File: config.mk
export PLATFORM = sky130hd
export DESIGN_NAME = pc_fetch_sequencer
export DESIGN_NICKNAME = d
export VERILOG_FILES = /design/src/rtl/pc_fetch_sequencer.sv
export SDC_FILE = /design/constraint.sdc
export NUM_CORES = 1
export LEC_CHECK = 0
export BUFFER_PORTS_ARGS = -buffer_cell sky130_fd_sc_hd__clkbuf_2
export CAP_MARGIN = 20
export CORE_MARGIN = 2
export CORE_UTILIZATION = 40
export CTS_BUF_LIST = sky130_fd_sc_hd__clkbuf_2
export DETAILED_ROUTE_END_ITERATION = 16
export PLACE_DENSITY_LB_ADDON = 0.15
export SYNTH_ARGS = -nofsm -noshare
export SYNTH_HDL_FRONTEND = slang
export SYNTH_SLANG_ARGS = --single-unit
File: constraint.sdc
create_clock -name clk -period 6.7 [get_ports clk]
set_input_delay 0 -clock clk [delete_from_list [all_inputs] [get_ports clk]]
set_output_delay 0 -clock clk [all_outputs]
set_load 0.02 [all_outputs]
File: src/rtl/pc_fetch_sequencer.sv
// Program-counter owner and instruction-fetch sequencer between instruction memory and decode.
// Fetch and hold do not overlap: at most one instruction every two cycles.
module pc_fetch_sequencer #(
    parameter int                ADDR_W       = 64,
    parameter int                INSTR_W      = 32,
    parameter logic [ADDR_W-1:0] RESET_VECTOR = '0
) (
    input  logic               clk,
    input  logic               rst,
    output logic               imem_req,
    output logic [ADDR_W-1:0]  imem_addr,
    input  logic               imem_ack,
    input  logic [INSTR_W-1:0] imem_rdata,
    output logic               inst_valid,
    output logic [INSTR_W-1:0] inst,
    output logic [ADDR_W-1:0]  inst_pc,
    input  logic               dec_ready,
    input  logic               redirect,
    input  logic [ADDR_W-1:0]  redirect_pc,
    input  logic               halt,
    output logic               halted
);

    typedef enum logic [1:0] {S_IDLE, S_REQ, S_VALID, S_HALT} state_t;

    state_t             state_q, state_d;
    logic [ADDR_W-1:0]  pc_q, pc_d;
    logic [ADDR_W-1:0]  tgt_q, tgt_d;
    logic [ADDR_W-1:0]  inst_pc_q, inst_pc_d;
    logic [INSTR_W-1:0] inst_q, inst_d;
    logic               redir_pend_q, redir_pend_d;
    logic               halt_pend_q, halt_pend_d;
    logic               halt_any;
    logic [ADDR_W-1:0]  redir_target;

    function automatic logic [ADDR_W-1:0] align_pc(input logic [ADDR_W-1:0] a);
        return a & ~ADDR_W'(3);
    endfunction

    assign halt_any     = halt | halt_pend_q;
    assign redir_target = align_pc(redirect_pc);

    always_comb begin
        state_d      = state_q;
        pc_d         = pc_q;
        tgt_d        = tgt_q;
        inst_d       = inst_q;
        inst_pc_d    = inst_pc_q;
        redir_pend_d = redir_pend_q;
        halt_pend_d  = halt_pend_q | halt;
        case (state_q)
            S_IDLE: begin
                if (redirect) pc_d = redir_target;
                state_d = halt_any ? S_HALT : S_REQ;
            end
            S_REQ: begin
                if (imem_ack) begin
                    if (!redir_pend_q && !redirect) begin
                        inst_d    = imem_rdata;
                        inst_pc_d = pc_q;
                        pc_d      = pc_q + ADDR_W'(4);
                        state_d   = halt_any ? S_HALT : S_VALID;
                    end else begin
                        // Redirected transaction: drop the data, restart at the newest target.
                        pc_d         = redirect ? redir_target : tgt_q;
                        redir_pend_d = 1'b0;
                        state_d      = halt_any ? S_HALT : S_REQ;
                    end
                end else if (redirect) begin
                    // The request stays up at the old address until memory acks it.
                    tgt_d        = redir_target;
                    redir_pend_d = 1'b1;
                end
            end
            S_VALID: begin
                if (redirect) begin
                    pc_d    = redir_target;
                    state_d = (dec_ready && halt_any) ? S_HALT : S_REQ;
                end else if (dec_ready) begin
                    state_d = halt_any ? S_HALT : S_REQ;
                end
            end
            default: state_d = S_HALT;
        endcase
    end

    always_ff @(posedge clk) begin
        if (rst) begin
            state_q      <= S_IDLE;
            pc_q         <= RESET_VECTOR;
            inst_q       <= '0;
            inst_pc_q    <= '0;
            redir_pend_q <= 1'b0;
            halt_pend_q  <= 1'b0;
        end else begin
            state_q      <= state_d;
            pc_q         <= pc_d;
            inst_q       <= inst_d;
            inst_pc_q    <= inst_pc_d;
            redir_pend_q <= redir_pend_d;
            halt_pend_q  <= halt_pend_d;
        end
    end

    // Target is only consumed while redir_pend_q is set, so it needs no reset.
    always_ff @(posedge clk) begin
        tgt_q <= tgt_d;
    end

    assign imem_req   = (state_q == S_REQ);
    assign imem_addr  = pc_q;
    assign inst_valid = (state_q == S_VALID);
    assign inst       = inst_q;
    assign inst_pc    = inst_pc_q;
    assign halted     = (state_q == S_HALT);

endmodule

## Yosys cells after proc, flatten, opt, wreduce, memory -nomap -nowiden

Index checks and enable logic that the tools add are counted.

| storage, ports and cells | value |
|---|---|
| word-level logic and storage cells | 46 |
| bits of input ports | 102 |
| register bits | 228 |

| operators by class | value |
|---|---|
| bitwise operators | 2 |
| reduce and logical (&&, ||, !) cells | 13 |
| multiplexer cells | 16 |
| eq/ne operators | 7 |
| $add $sub $neg | 1 |

Operators with widths:

| operator | number |
|---|---|
| 64-bit 2-to-1 mux | 4 |
| 64-bit one-hot mux with 2 select lines | 1 |
| 64-bit by 3-bit adder with 64-bit output, second input constant | 1 |
| 2-bit 2-to-1 mux | 6 |
| 3-bit AND reduction | 3 |
| 2-bit one-hot mux with 3 select lines | 1 |
| 2-bit equality test, second input constant | 2 |
| 1-bit 2-to-1 mux | 4 |
| 2-bit by 1-bit != test with 1-bit output, second input constant | 2 |
| 2-bit AND reduction | 2 |
| 2-bit nonzero test | 2 |
| 3-bit by 1-bit != test with 1-bit output, second input constant | 1 |
| 2-bit by 1-bit equality test with 1-bit output, second input constant | 1 |
| 1-bit logical AND | 2 |
| 1-bit zero test | 2 |
| 2-bit zero test | 1 |
| 2-bit != test, second input constant | 1 |
| 2-bit OR reduction | 1 |
| 1-bit NOT | 1 |
| 1-bit OR | 1 |

## Depth between registers and ports, before layout

| depth | value |
|---|---|
| depth after elaboration | 5 |
| gate-level depth with buffers | 9 |
| mapped depth without buffers | 7 |

## Least setup slack after synthesis

No wires, ideal clock.

| timing path | value |
|---|---|
| path type | flip-flop to flip-flop |
| start point | register state_q[0] |
| end point | register state_q[1] |
| path slack | 0.717 ns |
| setup time | 0.132 ns |
| data arrival time | 5.850 ns |
| required time | 6.568 ns |
| cell stages (with the launch flop) | 7 |
| cell sequence | dfxtp_1 > inv_1 > clkbuf_1 > nor3_1 > o21ai_0 > o21ai_0 > a21oi_1 |

| on the way | value |
|---|---|
| longest elaborated chain between the ends | 3 |
| elaborated cells between the ends (all ways) | 7 |
| classes of those cells | eq/ne (4); mux (1); reduce/logical (2) |

RTL lines:

| element | line | RTL |
|---|---|---|
| start, declared | 26 | `state_t state_q, state_d;` |
| start signal, assigned | 96 | `state_q <= state_d;` |
| 2-bit equality test or 2-bit by 1-bit equality test with 1-bit output (tied branches) | 51 | `case (state_q)` |
| 3-bit by 1-bit != test with 1-bit output (no line) or 2-bit by 1-bit != test with 1-bit output (tied branches) | n/a |  |
| 2-bit AND reduction (no line) | n/a |  |

Several ways; a longest one is shown, not always the timed one.
A chain may end at the register's enable or synchronous reset.

## Final worst setup path

| timing path | value |
|---|---|
| start point | register state_q[0] |
| end point | register pc_q[9] (netlist: imem_addr[9]) |

| on the way | value |
|---|---|
| longest elaborated chain between the ends | 4 |
| elaborated cells between the ends (all ways) | 9 |
| classes of those cells | eq/ne (4); mux (1); reduce/logical (4) |

RTL lines:

| element | line | RTL |
|---|---|---|
| 2-bit equality test or 2-bit zero test (tied branches) | 51 |  |
| 2-bit OR reduction (no line) | n/a |  |
| 2-bit by 1-bit != test with 1-bit output (no line) or 2-bit nonzero test (tied branches) | n/a |  |
| 3-bit AND reduction (no line) | n/a |  |
| end signal, assigned | 97 | `pc_q <= pc_d;` |
| end, declared | 27 | `logic [ADDR_W-1:0] pc_q, pc_d;` |

Several ways; a longest one is shown, not always the timed one.

==> summary.txt <==
Cells and area
  – Share of layout cells above drive strength 1: 26.95%
  – Layout overhead on the synthesized area: 40.28%
  – Filler cells: 2401
  – Commonest cells after routing, fill and taps aside: clkbuf_2, nand2_1, dlygate4sd3_1, a21oi_1, dfxtp_1
  – Post-layout nets: 1749
  – Commonest non-fill, non-tap cell in the layout: clkbuf_2
  – Non-Filler Instances: 2029

Pwr
  – Gate power share: 18.7%
  – Sw Pwr: 1010 uW
  – Pwr per Cell Area: 212.0 nW/um^2
  – Leak: 0.005862 uW
  – Switching part of the total: 32.17%
  – Sequential power share: 50.2%
  – Peak VDD IR: 0.09982 mV
  – Internal power: 2129 uW
  – Power share of the clock group: 31.1%

Place
  – IO buf count: 262
  – Setup WS pre-CTS: 3.616 ns
  – Post-DP HPWL: 22920 um
  – Final GP Congestion: 0.8008
  – Placed Cells: 1703

CTS
  – # hold bufs at CTS: 216
  – Clk Latency, worst-skew pair: 0.89 ns
  – Post-cts sizing count: 0
  – Clock Path Buffers: 3
  – Cts bufs inserted: 60
  – CTS H-tree lvls: 2
  – Clock-pin slew on the worst setup and hold paths: 0.10 ns
  – CTS tree: built
  – Clock sink count: 228
  – Clock Tree Root: clkbuf_2
  – Setup Buffers After CTS: 0

STA
  – Setup TNS: 0 ns
  – Crit path time final: 3.313 ns
  – WHS: 0.07562 ns
  – Max Fclk: 301.8 MHz
  – Final Slew Violations: 0
  – Final Skew: 0.06060 ns
  – Slew @ Worst Pin: 1.012 ns
  – Hold Fails Final Rpt: 0
  – Slew margin rel.: 32.37%
  – Setup ws final: 3.387 ns
  – Final setup violation count: 0
  – RSZ-0062 raised after global routing: no
  – Period utilisation layout: 49.45%

Hold path
  – Tightest Hold Check Type: input pin to flip-flop

Setup path
  – Setup Crit Path Kind: flip-flop to flip-flop
  – Worst-path fanout max: 59
  – WP data arrival: 4.13 ns
  – Critical path launch point type: flip-flop
  – Worst Path Required: 7.52 ns
  – CP Capture Type: flip-flop

Detailed routing
  – Final ANT Viol Nets: 0
  – # DRC: 0
  – Via count: 10820
  – DRT Pass-1 Iters: 5
  – Iteration-0 DRC Markers: 935
  – Vias per cell: 5.333
  – Post-Route WL: 37160 um
  – Post-DR wirelength/cell: 18.32 um

Floorplanning
  – IO Count: 265
  – Die Wd: 166.5 um
  – Chip height: 166.5 um
  – Row cnt: 59
  – Core area: 25980 sq um
  – Initial Util: 40.63%
  – Full die area: 27710 sq um

Global route
  – Vias in the first global route: 10530
  – Initial antenna violation count: 2
  – GRT Total Usage: 26.03%
  – Total grt overflow: 0
  – First-pass GRT wire length: 58620 um
  – Largest net degree at the start of global routing: 84

Yosys
  – Post-synthesis compound-gate area fraction: 18.72%
  – Post-Synth Simple-Gate Area: 18.43%
  – Yosys top cell by area: dfxtp_1
  – Post-Synth XOR/XNOR Area: 2.737%
  – Post-synthesis sequential area ratio: 49.29%
  – Mean Syn Cell Area: 8.910 sq um
  – Dominant cells by area after synthesis: dfxtp_1, edfxtp_1, nand2_1
  – Flop and latch count out of synthesis: 228
  – Net Count, Synth: 1288
  – Post-Synthesis Cells: 1185
  – Synth cell types: 61
  – Post-synth EDFFs: 64
  – Area share of fa/ha/maj cells after synthesis: 0.1185%
  – Ys flop type: dfxtp_1
  – Cell area after synthesis: 10560 sq um
  – Async S/R FF share, synth: 0%
  – Main combinational cell family by area after synthesis: compound AO/OA/AOI/OAI gates
  – Post-synthesis mux area share: 7.086%
  – Post-synth top area share: 31.09%
  – Ys Warns: 0

Status
  – Run status: completed

Job
  – Max-Cap Viols: 0
## flip-flops by register name, summed over array words and instances (netlist names)
name and count:
imem_addr 64, inst_pc 64, tgt_q 64, inst 32, state_q 2, halt_pend_q 1, redir_pend_q 1
## through the flow
step	utilization [%]	cell area, sq um	power (uW)
2_1_floorplan	-	10560	1896
3_3_place_gp	46.52	12090	2077
3_5_place_dp	46.62	12120	2086
4_1_cts	56.98	14810	3161
5_1_grt	56.99	14810	3305
6_report	57.00	14810	3139
## worst max-delay path, cell delays in order (launching register included)
cell,delay [ns]
dfxtp_2,0.33
buf_4,0.56
inv_1,0.19
a21oi_4,0.58
buf_4,0.67
a21oi_1,0.08
a211oi_1,0.24
dlygate4sd3_1,0.56
## power by group through the flow
| stage | Combinational (uW) | Sequential, uW | Clock [uW] |
|---|---|---|---|
| floorplan | 262 | 1630 | 0 |
| global route | 635 | 1590 | 1080 |
| CTS | 581 | 1570 | 1000 |
| detailed placement | 479 | 1610 | 0 |
| global placement | 472 | 1600 | 0 |
| finish | 587 | 1580 | 976 |
## final timing paths
kind / end / cells after the start / slack, ns / start
max: imem_addr[9] / 7 / 3.39 / state_q[0]
min: tgt_q[44] / 3 / 0.08 / redirect_pc[44]
max reg2reg: imem_addr[9] / 7 / 3.39 / state_q[0]
min reg2reg: inst_pc[36] / 2 / 0.46 / inst_pc[36]
## Yosys cell counts, types with 5 or more instances
cell type / instances
nand2_1: 231
a21oi_1: 168
dfxtp_1: 164
clkbuf_1: 83
nor2_1: 67
edfxtp_1: 64
mux2_2: 62
a211oi_1: 36
o21ai_0: 36
nand3_1: 34
o22ai_1: 22
nor3_1: 20
xor2_1: 17
xnor2_1: 16
nand4_1: 14
a21o_1: 10
and3_1: 10
nor4_1: 10
o211ai_1: 9
a221oi_1: 7
buf_1: 7
or3_1: 7
a311oi_1: 6
and2_1: 6
and4_1: 6
inv_1: 6
nor2b_1: 6
a31oi_1: 5
mux2i_1: 5
## layer usage
| layer | track usage (%) | vias to the layer above | share of wire [%] |
|---|---|---|---|
| met5 | 0 | - | 0 |
| met4 | 6.934 | 0 | 1.7 |
| met3 | 5.204 | 56 | 6.9 |
| met2 | 40.82 | 425 | 45 |
| met1 | 36.78 | 5109 | 47 |
| li1 | - | 5230 | - |
## cell families (layout without fill, tap and decap cells)
kind of cell / count (synthesis) / count (layout)
and+or+nand+nor: 429 / 429
AOI/OAI and AO/OA: 328 / 328
DFF: 228 / 228
buffers and inverters: 99 / 606
muxes: 67 / 67
xor gates and xnor gates: 33 / 33
adders and majority gates: 1 / 1
other: 0 / 2
## final cells by class
type	count	area (sq um)	area share, %
Timing Repair Buffer	492	3607	24.35
Multi-Input combinational cell	858	5022	33.91
Tap cell	335	419.2	2.830
Sequential cell	228	5206	35.15
Inverter	6	22.52	0.1521
Clock inverter	9	33.78	0.2281
Antenna cell	2	5.005	0.03379
Clock buffer	99	495.5	3.345
No activity file was read; power rests on OpenSTA's default activity.
